[src/rtl/mux2_4_arb.sv]
// mux2_4_arb: upstream feeder for a WIDTH-bit 2:1 mux (res = S ? in1 : in0).
//
// Two valid/ready source channels (A, B) each load a one-word holding
// register. A two-state arbiter presents one full register at a time to the
// consumer over out_valid/out_ready. Ties are granted round-robin.
//
// Ports:
//   clk, rst_n           clock (rising edge), async active-low reset
//   a_valid/a_data/a_ready  channel A source handshake
//   b_valid/b_data/b_ready  channel B source handshake
//   in0, in1             holding registers A and B, to mux inputs
//   S                    mux select (0 = A, 1 = B)
//   out_valid/out_ready  consumer handshake for res
//   cnt_a, cnt_b         saturating per-channel transfer counters
//                        (only when MUX2_4_ARB_STATS_EN is defined)
//
// Optional feature macro: MUX2_4_ARB_STATS_EN

// One-word holding register for a single source channel.
module mux2_4_arb_hold #(
  parameter int WIDTH = 4
) (
  input  logic             clk,
  input  logic             rst_n,
  input  logic             vld,
  input  logic [WIDTH-1:0] data,
  input  logic             clr,
  output logic [WIDTH-1:0] q,
  output logic             full
);

  // Load only when empty; clear only happens when full, so the two never
  // collide. No bypass: a cleared register refills one cycle later earliest.
  always_ff @(posedge clk or negedge rst_n) begin
    if (!rst_n) begin
      q    <= '0;
      full <= 1'b0;
    end else if (vld && !full) begin
      q    <= data;
      full <= 1'b1;
    end else if (clr) begin
      full <= 1'b0;
    end
  end

endmodule

module mux2_4_arb #(
  parameter int WIDTH = 4
) (
  input  logic             clk,
  input  logic             rst_n,
  input  logic             a_valid,
  input  logic [WIDTH-1:0] a_data,
  output logic             a_ready,
  input  logic             b_valid,
  input  logic [WIDTH-1:0] b_data,
  output logic             b_ready,
  output logic [WIDTH-1:0] in0,
  output logic [WIDTH-1:0] in1,
  output logic             S,
  output logic             out_valid,
  input  logic             out_ready
`ifdef MUX2_4_ARB_STATS_EN
  ,
  output logic [7:0]       cnt_a,
  output logic [7:0]       cnt_b
`endif
);

  typedef enum logic {IDLE, SEND} state_t;

  typedef struct packed {
    logic             vld;
    logic [WIDTH-1:0] data;
  } chan_req_t;

  // Channel index 0 = A, 1 = B; S indexes these arrays directly.
  chan_req_t [1:0]            req;
  logic      [1:0]            full;
  logic      [1:0]            clr;
  logic      [1:0][WIDTH-1:0] q;

  state_t state, state_nxt;
  logic   sel, sel_nxt;
  logic   last_grant, last_grant_nxt;  // 0 = A, 1 = B
  logic   xfer;

  assign req[0] = '{vld: a_valid, data: a_data};
  assign req[1] = '{vld: b_valid, data: b_data};

  genvar g;
  generate
    for (g = 0; g < 2; g++) begin : g_ch
      mux2_4_arb_hold #(.WIDTH(WIDTH)) u_hold (
        .clk  (clk),
        .rst_n(rst_n),
        .vld  (req[g].vld),
        .data (req[g].data),
        .clr  (clr[g]),
        .q    (q[g]),
        .full (full[g])
      );
    end
  endgenerate

  assign a_ready   = ~full[0];
  assign b_ready   = ~full[1];
  assign in0       = q[0];
  assign in1       = q[1];
  assign S         = sel;
  assign out_valid = (state == SEND);
  assign xfer      = out_valid & out_ready;

  always_ff @(posedge clk or negedge rst_n) begin
    if (!rst_n) begin
      state      <= IDLE;
      sel        <= 1'b0;
      last_grant <= 1'b1;  // B, so A wins the first tie
    end else begin
      state      <= state_nxt;
      sel        <= sel_nxt;
      last_grant <= last_grant_nxt;
    end
  end

  always_comb begin
    state_nxt      = state;
    sel_nxt        = sel;
    last_grant_nxt = last_grant;
    clr            = '0;
    case (state)
      IDLE: begin
        if (|full) begin
          state_nxt = SEND;
          // Tie goes to the channel not granted last; otherwise the full one.
          sel_nxt   = (&full) ? ~last_grant : full[1];
        end
      end
      SEND: begin
        if (out_ready) begin
          clr[sel]       = 1'b1;
          last_grant_nxt = sel;
          // Other channel already waiting: switch without an IDLE bubble.
          if (full[~sel]) sel_nxt   = ~sel;
          else            state_nxt = IDLE;
        end
      end
      default: state_nxt = IDLE;
    endcase
  end

`ifdef MUX2_4_ARB_STATS_EN
  always_ff @(posedge clk or negedge rst_n) begin
    if (!rst_n) begin
      cnt_a <= '0;
      cnt_b <= '0;
    end else if (xfer) begin
      if (!sel && cnt_a != 8'hFF) cnt_a <= cnt_a + 8'd1;
      if ( sel && cnt_b != 8'hFF) cnt_b <= cnt_b + 8'd1;
    end
  end
`endif

endmodule
[config.mk]
export PLATFORM = sky130hd
export DESIGN_NAME = mux2_4_arb
export DESIGN_NICKNAME = d
export VERILOG_FILES = /design/src/rtl/mux2_4_arb.sv
export SDC_FILE = /design/constraint.sdc
export NUM_CORES = 1
export LEC_CHECK = 0
export CORE_MARGIN = 3
export CORE_UTILIZATION = 25
export CTS_BUF_LIST = sky130_fd_sc_hd__clkbuf_8
export CTS_CLUSTER_SIZE = 10
export DETAILED_ROUTE_END_ITERATION = 10
export DONT_BUFFER_PORTS = 1
export HOLD_SLACK_MARGIN = 0.12
export PLACE_DENSITY = 0.39
export SLEW_MARGIN = 20
export SYNTH_ARGS = -nofsm -noshare
export SYNTH_HDL_FRONTEND = slang
export SYNTH_SLANG_ARGS = --single-unit
[constraint.sdc]
create_clock -name clk -period 1 [get_ports clk]
set_input_delay 0.1 -clock clk [delete_from_list [all_inputs] [get_ports clk]]
set_output_delay 0.1 -clock clk [all_outputs]
set_load 0.1 [all_outputs]
; ---- Word level (Yosys, flattened, before mapping)
; Index checks and enable logic that the tools add are counted.
[totals]
regBits = 13
latchBits = 0
ram_bits = 0
rom_bits = 0
inputBits = 13
out_inout_bits = 12
elab_cells = 48
mem_count = 0
[op_classes]
addsub = 0
n_mul = 0
div_mod_pow = 0
magnitude_cmp = 3
eq_ne = 3
shift = 0
muxes = 19
n_bitwise = 5
n_reduce_logical = 11
[op_table]
columns = operator, n
row1 = two-way mux 1 bit, 14
row2 = NOT 1 bit, 5
row3 = less-than comparator 1 x 2 -> 1 bit (second input constant), 2
row4 = two-way mux 2 bit, 2
row5 = != test 2 bit (second input constant), 2
row6 = one-hot mux 1 bit (2 select lines), 2
row7 = AND reduction 2 bit, 2
row8 = nonzero test 2 bit, 2
row9 = logical AND 1 bit, 3
row10 = AND reduction 3 bit, 1
row11 = logical NOT 1 bit, 2
row12 = != test 2 x 1 -> 1 bit (second input constant), 1
row13 = OR reduction 2 bit, 1
row14 = demux 1 bit (select 1 bit), 1
row15 = >= comparator 1 bit (second input constant), 1

; ---- Logic depth before layout (Yosys ltp)
; Gate-level depths: netlist of run 1.
[depth]
ltp_word = 8
ltp_mapped = 3
mapped_depth_nobuf = 3

; ---- Modules after synthesis
; A second synthesis of run 1 with hierarchy kept.
[unflattened]
hier_cells = 41
area_unflattened_um2 = 569.3
[modules_own_cells]
columns = module, instances, cells_each, area_per_inst_um2, seq_area_each_um2
row1 = mux2_4_arb_hold, 2, 12, 207.7, 125.1
row2 = mux2_4_arb, 1, 17, 153.9, 76.3

; ---- Least setup slack after synthesis of run 1
; Ideal clock, no wire load.
[synth_timing]
path_type = reg2reg
startpoint = reg state (netlist: out_valid)
endpoint = reg state (netlist: out_valid)
setup_ns = 0.147
arrival_time_ns = 1.416
required_time_ns = 0.853
slack_ns = -0.564
stages_incl_launch_ff = 4
path_buffers = 0
period_less_slack_ns = 1.564
path_cell_list = dfrtp_1 nand2_1 o22ai_1 a21oi_1
[synth_via]
elab_chain_cells = 2
[synth_lines]
columns = element, line
row1 = from (decl), 84  ; state_t state, state_nxt;
row2 = from (signal assigned), 121  ; state <= state_nxt;
row3 = NOT 1 bit, --
row4 = one-hot mux 1 bit (2 select lines) (*), 132  ; case (state)
row5 = via state_nxt, 84
; Mark *: on every way through the listed nets, which the timed path passes. The rest lies on a longest branch.
; A chain may end at the register's enable or synchronous reset.

; ---- Worst setup path after layout of run 1
[layout_timing]
startpoint = reg g_ch[0].u_hold.full
endpoint = reg g_ch[0].u_hold.q[2]
[layout_via]
elab_chain_cells = 2
[layout_lines]
columns = element, line
row1 = from (decl), 29  ; output logic full
row2 = from (signal assigned), 37  ; full <= 1'b0;
row3 = from (signal assigned), 40  ; full <= 1'b1;
row4 = from (signal assigned), 42  ; full <= 1'b0;
row5 = logical NOT 1 bit, 38  ; end else if (vld && !full) begin
row6 = logical AND 1 bit, 38
row7 = to (signal assigned), 39  ; q <= data;
row8 = to (decl), 28  ; output logic [WIDTH-1:0] q,
; Every way passes these cells.

==> results of run 1 <==
## layout by cell type (no fill, tap or decap), drive strengths merged
master and count:
a211o 1, a21o 1, a21oi 1, buf 17
clkbuf 3, clkinvlp 1, dfrtp 12, dfstp 1
dlygate4sd3 10, inv 2, mux2 8, nand2 3
nand3 1, nor2 2, nor2b 3, o21ai 1
o21bai 1, o22ai 1, o311ai 1
## cell type report
| type | instances | share of cell area, % |
|---|---|---|
| Tap cell | 27 | 3.28 |
| Multi-Input combinational cell | 24 | 22.5 |
| Clock inverter | 1 | 0.364 |
| Inverter | 2 | 1.09 |
| Timing Repair Buffer | 27 | 34.3 |
| Clock buffer | 3 | 4.00 |
| Sequential cell | 13 | 34.5 |
## through the flow
step | instances | hold WS (ns) | TNS, ns
2_1_floorplan | 39 | -0.196 | -1.07
3_3_place_gp | 79 | -0.195 | -0.452
3_5_place_dp | 79 | -0.195 | -0.665
4_1_cts | 97 | 0.148 | -0.957
5_1_grt | 97 | 0.143 | -1.36
6_report | 97 | 0.146 | -0.896
## critical path: stages, from the launching register on
cell	delay [ns]
dfrtp_2	0.44
nor2b_4	0.21
mux2_4	0.32
## metal layers
layer,up-vias,GRT usage [%],share of wire (%)
li1,198,-,-
met1,216,12.0,39
met2,15,20.7,57
met3,0,1.99,3.9
met4,0,5.11,0
met5,-,0,0
## sequential cells by signal, indices dropped and copies added (netlist names)
register and cells:
g_ch.u_hold.q 8, g_ch.u_hold.full 2, S 1, last_grant 1, out_valid 1
## how the worst min path moves through the flow
stage                         start             endpoint
final                     out_ready                    S
after floorplan               rst_n  g_ch[0].u_hold.full
after detailed placement      rst_n                    S
after global routing      out_ready                    S
after global placement        rst_n                    S
after CTS                 out_ready                    S
## cells in the mapped netlist (all sizes together)
| library cell | instances | area [µm²] |
|---|---|---|
| dfrtp | 12 | 300 |
| mux2 | 8 | 105 |
| nand2 | 3 | 11.3 |
| nor2b | 3 | 33.8 |
| inv | 2 | 7.50 |
| nor2 | 2 | 7.51 |
| a211o | 1 | 8.76 |
| a21o | 1 | 8.76 |
| a21oi | 1 | 5.00 |
| dfstp | 1 | 26.3 |
| nand3 | 1 | 5.00 |
| o21ai | 1 | 5.00 |
| o21bai | 1 | 7.51 |
| o22ai | 1 | 6.26 |
| o311ai | 1 | 8.76 |
## what timing repair did
action                                  CTS  global route
endpoints found under the setup margin   17            23
pin swaps                                 1             1
gates resized for setup                  27             8
setup buffers                             4             0
hold endpoints to repair                 25             0
hold buffers                             10             0
## cells by family (layout without fill, tap and decap cells)
logic type,after synthesis,in the layout,share of synthesized area [%]
flip-flops,13,13,59.7
AND/OR/NAND/NOR,9,9,10.5
multiplexers,8,8,19.2
AO/OA/AOI/OAI,7,7,9.15
buffers and inverters,2,33,1.37
==> results.cfg, run 1 <==
[outcome]
status = finished with violations
violations = negative setup slack

[floorplan]
dieArea_mm2 = 0.00278
die_h_um = 52.8
core_mm2 = 0.00202
ios = 25
fp.dieW_um = 52.8
start_util_pct = 27.0
rows = 16

[drt]
avgViaCountPerCell = 4.42
first_iter_violations = 5
final_antenna_net_count = 0
routed_wl_um = 1410
num_vias = 429
drt_first_pass_iters = 4
wl_per_cell_um = 14.5
drc_errors = 0

[grt]
grt_pass1_wl_um = 2190
globalRouteOverflowTotal = 0
grt_pass1_vias = 482
antenna_found_initial = 0
grt_max_degree = 14
grt_usage_pct = 11.1

[worst_setup_path]
crit_start = g_ch[0].u_hold.full
r2r_cells = 2
crit_fanout = 5
r2r_start = g_ch[0].u_hold.full
crit_required_ns = 1.12
r2r_end = g_ch[0].u_hold.q[2]
arrival_ns = 1.22
worstSetupStartpointType = flip-flop
endpoint = g_ch[0].u_hold.q[2]
r2r_setup_slack_ns = -0.1
critPathKind = flip-flop to flip-flop
endpoint_kind = flip-flop

[clock_tree]
cts-htree-levels = 1
numCtsBuffers = 3
cts_root_buf = clkbuf_8
cts_tree = done
clk_latency_ns = 0.24
cts.clk_slew.worst_paths_ns = 0.06
cts.sinks = 13
max-clock-path-buffers = 2

[cells_and_area]
register_area_um2 = 355
fillers = 171
stdcell_area_mm2 = 0.00103
utilization_pct = 51.0
syn_to_final_growth_pct = 88.6
drive_above_1_share_pct = 68.6
multi_input_area_um2 = 231
fin_nets = 84
n_antenna_cell = 0

[flow_run]
maxCapViolCount = 0

[timing]
rsz0062_at_grt = yes
fin_ws_ns = -0.0965
slew_headroom_pct = 60.4
layout_min_cycle_time_ns = 1.10
setup_violations = 14
hold_viol = 0
tightest_slew_ns = 0.592
clock.fmax_mhz = 912
finalMaxSlewViolations = 0
finalCritPeriodShare_pct = 110
final.setup_skew_ns = 0.00179

[synth]
syn_area_um2 = 547
seq_area_frac_synth_pct = 59.7
ys_ff_latch = 13
syn-num-nets = 52
synth_warnings = 0
synthCells = 39
synthDistinctLibCells = 18
syn_avg_cell_area_um2 = 14.0

[place]
dpl_cell_area_um2 = 716
dp_hpwl_um = 979
post-place-ws_ns = -0.0837
portBuffers = 0
place.gp.congestion = 0.767

[hold_path]
hp-class = input pin to flip-flop
whs_path_depth = 3
Power of run 1 is left out: the tool's default activity adds up to more than one toggle a clock period on the data nets, which glitch-free logic cannot reach.
==> run 2: changes to the inputs <==
--- a/config.mk
+++ b/config.mk
@@ -16,4 +16,5 @@
 export SLEW_MARGIN = 20
 export SYNTH_ARGS = -nofsm -noshare
 export SYNTH_HDL_FRONTEND = slang
+export SYNTH_HIERARCHICAL = 1
 export SYNTH_SLANG_ARGS = --single-unit
==> run 2 against run 1 <==
Net effect: the run still ends with negative setup slack left; final area increased by 5.2%; clock skew decreased by 0.0014 ns; non-clock buffer count increased by 6; count of clock-buffer cells in the layout unchanged; wire length increased by 14%.
==> results.cfg, run 2 <==
[drt]
drt_first_pass_iters = 1
routed_wl_um = 1610
drc_errors = 0
first_iter_violations = 0
wl_per_cell_um = 15.3
avgViaCountPerCell = 4.35
num_vias = 457
final_antenna_net_count = 0

[worst_setup_path]
r2r_start = g_ch[0].u_hold/full
crit_fanout = 3
crit_start = g_ch[1].u_hold/full
crit_required_ns = 0.90
r2r_cells = 2
endpoint_kind = output pin
worstSetupStartpointType = flip-flop
critPathKind = flip-flop to output pin
arrival_ns = 1.04

[cells_and_area]
reg_top3 = g_ch.u_hold/q (8), g_ch.u_hold/full (2)
syn_to_final_growth_pct = 90.5
regMostFlops = g_ch.u_hold/q
final_cell_mix = dlygate4sd3_1 (13), buf_6 (13), dfrtp_2 (10)
fin_nets = 92
largest_register_ffs = 8
n_antenna_cell = 0
drive_above_1_share_pct = 69.2

[timing]
rsz0062_at_grt = yes
slew_headroom_pct = 60.6
final.setup_skew_ns = 0.000341
clock.fmax_mhz = 879
fin_ws_ns = -0.138
hold_viol = 0
layout_min_cycle_time_ns = 1.14
finalCritPeriodShare_pct = 114
setup_violations = 15
tns_ns = -1.22
finalMaxSlewViolations = 0
tightest_slew_ns = 0.589

[floorplan]
rows = 16
ios = 25
start_util_pct = 27.6
die_h_um = 53.7
fp.dieW_um = 53.7
dieArea_mm2 = 0.00289
core_mm2 = 0.00206

[clock_tree]
max-clock-path-buffers = 2
cts_root_buf = clkbuf_8
cts.clk_slew.worst_paths_ns = 0.05
cts_tree = done
numCtsBuffers = 3
clk_latency_ns = 0.24
cts.sinks = 13
cts-htree-levels = 1

[synth]
yosysTopAreaCellShare_pct = 52.7
synth_top_area_cell = dfrtp_1
syn_avg_cell_area_um2 = 13.9
netlist_top_cells_area = dfrtp_1 (53%), mux2_4 (21%), nor2b_4 (4.8%)
synth_common_cells = dfrtp_1 (12), mux2_4 (8), nor2_1 (4)
syn-num-nets = 54
synth_warnings = 6
synth_edf_count = 0
syn_area_um2 = 569
synthCells = 41
ys_ff_latch = 13
seq_area_frac_synth_pct = 57.4
synthDistinctLibCells = 14
yosysMostFrequentCell = dfrtp_1
async_flop_share_pct = 100
ys.flop_type = dfrtp_1

[place]
dp_hpwl_um = 1080
portBuffers = 0
place.gp.congestion = 0.698

[outcome]
violations = negative setup slack
status = finished with violations

[grt]
grt_max_degree = 14
grt_usage_pct = 13.0
globalRouteOverflowTotal = 0
antenna_found_initial = 0
grt_pass1_wl_um = 2570
grt_pass1_vias = 519

[hold_path]
hp-class = input pin to flip-flop
whs_path_depth = 2
hold_start = a_valid

[flow_run]
maxCapViolCount = 0
## run 2: cell types whose count changed in the layout (fill, tap and decap cells not counted), sizes merged, moves of 2 or more
cell | before | now
a211oi | 0 | 2
buf | 17 | 20
nor2 | 2 | 4
dlygate4sd3 | 10 | 13
nand2 | 3 | 1
a21oi | 1 | 3
## run 2: logic make-up after synthesis
logic type             Yosys count  synth area share [%]
and+or+nand+nor                  9                  10.3
DFF                             13                  57.4
buffers and inverters            3                  1.98
muxes                            8                  21.1
AOI/OAI and AO/OA                8                  9.23
## run 2: stage by stage
stage | setup WS, ns | instances | area (µm²) | utilization, % | hold slack, ns
2_1_floorplan | -0.372 | 41 | 602 | - | -0.196
3_3_place_gp | -0.0641 | 83 | 761 | 36.9 | -0.195
3_5_place_dp | -0.0933 | 83 | 761 | 36.9 | -0.195
4_1_cts | -0.149 | 103 | 1000 | 48.7 | 0.137
5_1_grt | -0.171 | 105 | 1080 | 52.6 | 0.206
6_report | -0.138 | 105 | 1080 | 52.6 | 0.214
## run 2: per-layer routing
layer	wire, µm	part of all wire (%)	track usage (%)	up-vias
met1	562	35	13.0	229
met5	0	0	0	-
met4	12	0.75	5.11	0
met3	62	3.9	2.49	2
met2	970	60	25.6	11
li1	-	-	-	215
## run 2: final cells by class
class                   instances  area, µm²
well taps                      27       33.8
fillers                       168        977
clock buffers                   3       41.3
flip-flops and latches         13        347
multi-input cells              25        267
inverters                       3       18.8
clock inverters                 1       3.75
repair buffers                 33        374
## run 2: worst max-delay path: stages (launching register included)
cell and delay (ns):
dfrtp_2 0.44, buf_6 0.13, clkinvlp_4 0.07, buf_12 0.16
## run 2: worst paths after layout
check	endpoint	slack (ns)
setup / recovery	b_ready	-0.14
hold / removal	g_ch[0].u_hold/q[2]	0.21
setup reg to reg	g_ch[0].u_hold/q[3]	-0.10
hold reg to reg	g_ch[0].u_hold/q[2]	0.53
max in group asynchronous	out_valid	0.26
min in group asynchronous	S	0.31
## run 2: repair_timing
| item | CTS | global route |
|---|---|---|
| endpoints found under the setup margin | 15 | 23 |
| gates cloned | 0 | 0 |
| setup buffers | 4 | 1 |
| hold buffers | 12 | 1 |
| resized for setup | 12 | 16 |
| pin swaps | 1 | 2 |
| endpoints found under the hold margin | 26 | 1 |
Power of run 2 is left out for the same reason.
==> run 3: changes to the inputs <==
--- a/config.mk
+++ b/config.mk
@@ -5,14 +5,14 @@
 export SDC_FILE = /design/constraint.sdc
 export NUM_CORES = 1
 export LEC_CHECK = 0
-export CORE_MARGIN = 3
-export CORE_UTILIZATION = 25
+export CORE_AREA = 3 3 40 42
 export CTS_BUF_LIST = sky130_fd_sc_hd__clkbuf_8
 export CTS_CLUSTER_SIZE = 10
 export DETAILED_ROUTE_END_ITERATION = 10
+export DIE_AREA = 0 0 43 45
 export DONT_BUFFER_PORTS = 1
 export HOLD_SLACK_MARGIN = 0.12
-export PLACE_DENSITY = 0.39
+export PLACE_DENSITY = 0.58
 export SLEW_MARGIN = 20
 export SYNTH_ARGS = -nofsm -noshare
 export SYNTH_HDL_FRONTEND = slang
==> run 3 against run 2 <==
Net effect: the flow still finishes with violations (negative setup slack); count of clock-buffer cells in the layout unchanged; maximum frequency grew 0.78%; first-iteration DRC count is 1 higher; sequential share of layout area rose by 2.5 points; cell count shrank 15%; via count shrank 3.3%; global-route usage increased by 2.0 points.
==> results.cfg, run 3 (synthesized netlist as in run 2, its figures left out) <==
[outcome]
status = finished with violations
violations = negative setup slack

[drt]
avgViaCountPerCell = 4.97
drt_first_pass_iters = 2
routed_wl_um = 1420
first_iter_violations = 1
drc_errors = 0
final_antenna_net_count = 0
wl_per_cell_um = 15.9
num_vias = 442

[place]
place.gp.congestion = 0.691
dpl_cell_area_um2 = 738
dp_hpwl_um = 904
post-place-ws_ns = -0.100
portBuffers = 0

[timing]
tightest_slew_ns = 0.561
layout_min_cycle_time_ns = 1.13
slew_headroom_pct = 62.5
final.setup_skew_ns = 0.00408
clock.fmax_mhz = 886
hold_viol = 0
rsz0062_at_grt = yes
finalMaxSlewViolations = 0
fin_ws_ns = -0.129
setup_violations = 14
finalCritPeriodShare_pct = 113

[clock_tree]
clk_latency_ns = 0.23
cts_root_buf = clkbuf_8
numCtsBuffers = 3
max-clock-path-buffers = 2
cts.sinks = 13
cts_tree = done
cts-htree-levels = 1
cts.clk_slew.worst_paths_ns = 0.05

[floorplan]
dieArea_mm2 = 0.00194
start_util_pct = 44.3
core_mm2 = 0.00128
fp.dieW_um = 43
rows = 13
die_h_um = 45
ios = 25

[grt]
grt_pass1_wl_um = 2160
grt_max_degree = 14
antenna_found_initial = 0
globalRouteOverflowTotal = 0
grt_usage_pct = 15.0
grt_pass1_vias = 478

[cells_and_area]
n_antenna_cell = 0
reg_top3 = g_ch.u_hold/q (8), g_ch.u_hold/full (2)
syn_to_final_growth_pct = 76.5
drive_above_1_share_pct = 67.6
fin_nets = 88
fillers = 71
final_common_cell = dlygate4sd3_1
largest_register_ffs = 8
final_cell_mix = dlygate4sd3_1 (12), dfrtp_2 (10), mux2_4 (8)
stdcell_area_mm2 = 0.00100
regMostFlops = g_ch.u_hold/q

[hold_path]
whs_path_depth = 2
hold_start = out_ready
worstHoldEndpoint = g_ch[1].u_hold/full
hp-class = input pin to flip-flop

[flow_run]
maxCapViolCount = 0

[worst_setup_path]
crit_fanout = 3
r2r_cells = 4
r2r_start = g_ch[1].u_hold/full
r2r_end = S
endpoint_kind = output pin
r2r_setup_slack_ns = -0.11
crit_required_ns = 0.90
critPathKind = flip-flop to output pin
arrival_ns = 1.03
worstSetupStartpointType = flip-flop
## run 3: final cells by class
cell class	count	area (µm²)	share of cell area (%)
clock buffers	3	41.3	4.11
clock inverters	1	3.75	0.374
inverters	3	18.8	1.87
multi-input cells	25	255	25.4
flip-flops and latches	13	347	34.5
well taps	15	18.8	1.87
repair buffers	29	320	31.9
## run 3: worst max-delay path, cell delays in order, from the launching register on
cell and delay (ns):
dfrtp_2 0.43, buf_6 0.13, clkinvlp_4 0.07, buf_12 0.16
## run 3: how the worst max path moves through the flow
stage          slack (ns)                 from                  end
2_1_floorplan       -0.37  g_ch[0].u_hold/full            out_valid
3_3_place_gp        -0.08  g_ch[1].u_hold/full  g_ch[1].u_hold/q[0]
3_5_place_dp        -0.10  g_ch[1].u_hold/full  g_ch[1].u_hold/q[3]
4_1_cts             -0.13  g_ch[1].u_hold/full              b_ready
5_1_grt             -0.16                    S                    S
6_report            -0.13  g_ch[1].u_hold/full              b_ready
## run 3: per-stage QoR
stage	util, %	TNS (ns)	hold slack [ns]	instances
2_1_floorplan	-	-1.45	-0.196	41
3_3_place_gp	57.4	-0.596	-0.195	70
3_5_place_dp	57.4	-0.757	-0.195	70
4_1_cts	74.9	-1.05	0.129	88
5_1_grt	78.2	-1.53	0.122	89
6_report	78.2	-1.14	0.127	89
## run 3: metal layers
layer	vias up	global-route usage, %	share of wire (%)
li1	210	-	-
met1	215	16.5	36
met2	15	29.6	58
met3	2	2.79	4.9
met4	0	3.61	1.1
met5	-	0	0
## run 3: timing repair
item                       4_1_cts  5_1_grt
hold endpoints to repair        24        0
hold buffers                    12        0
gates resized for setup         11        9
setup endpoints to repair       13       19
buffers inserted                 2        1
pin swaps                        0        2
Power of run 3 is left out for the same reason.
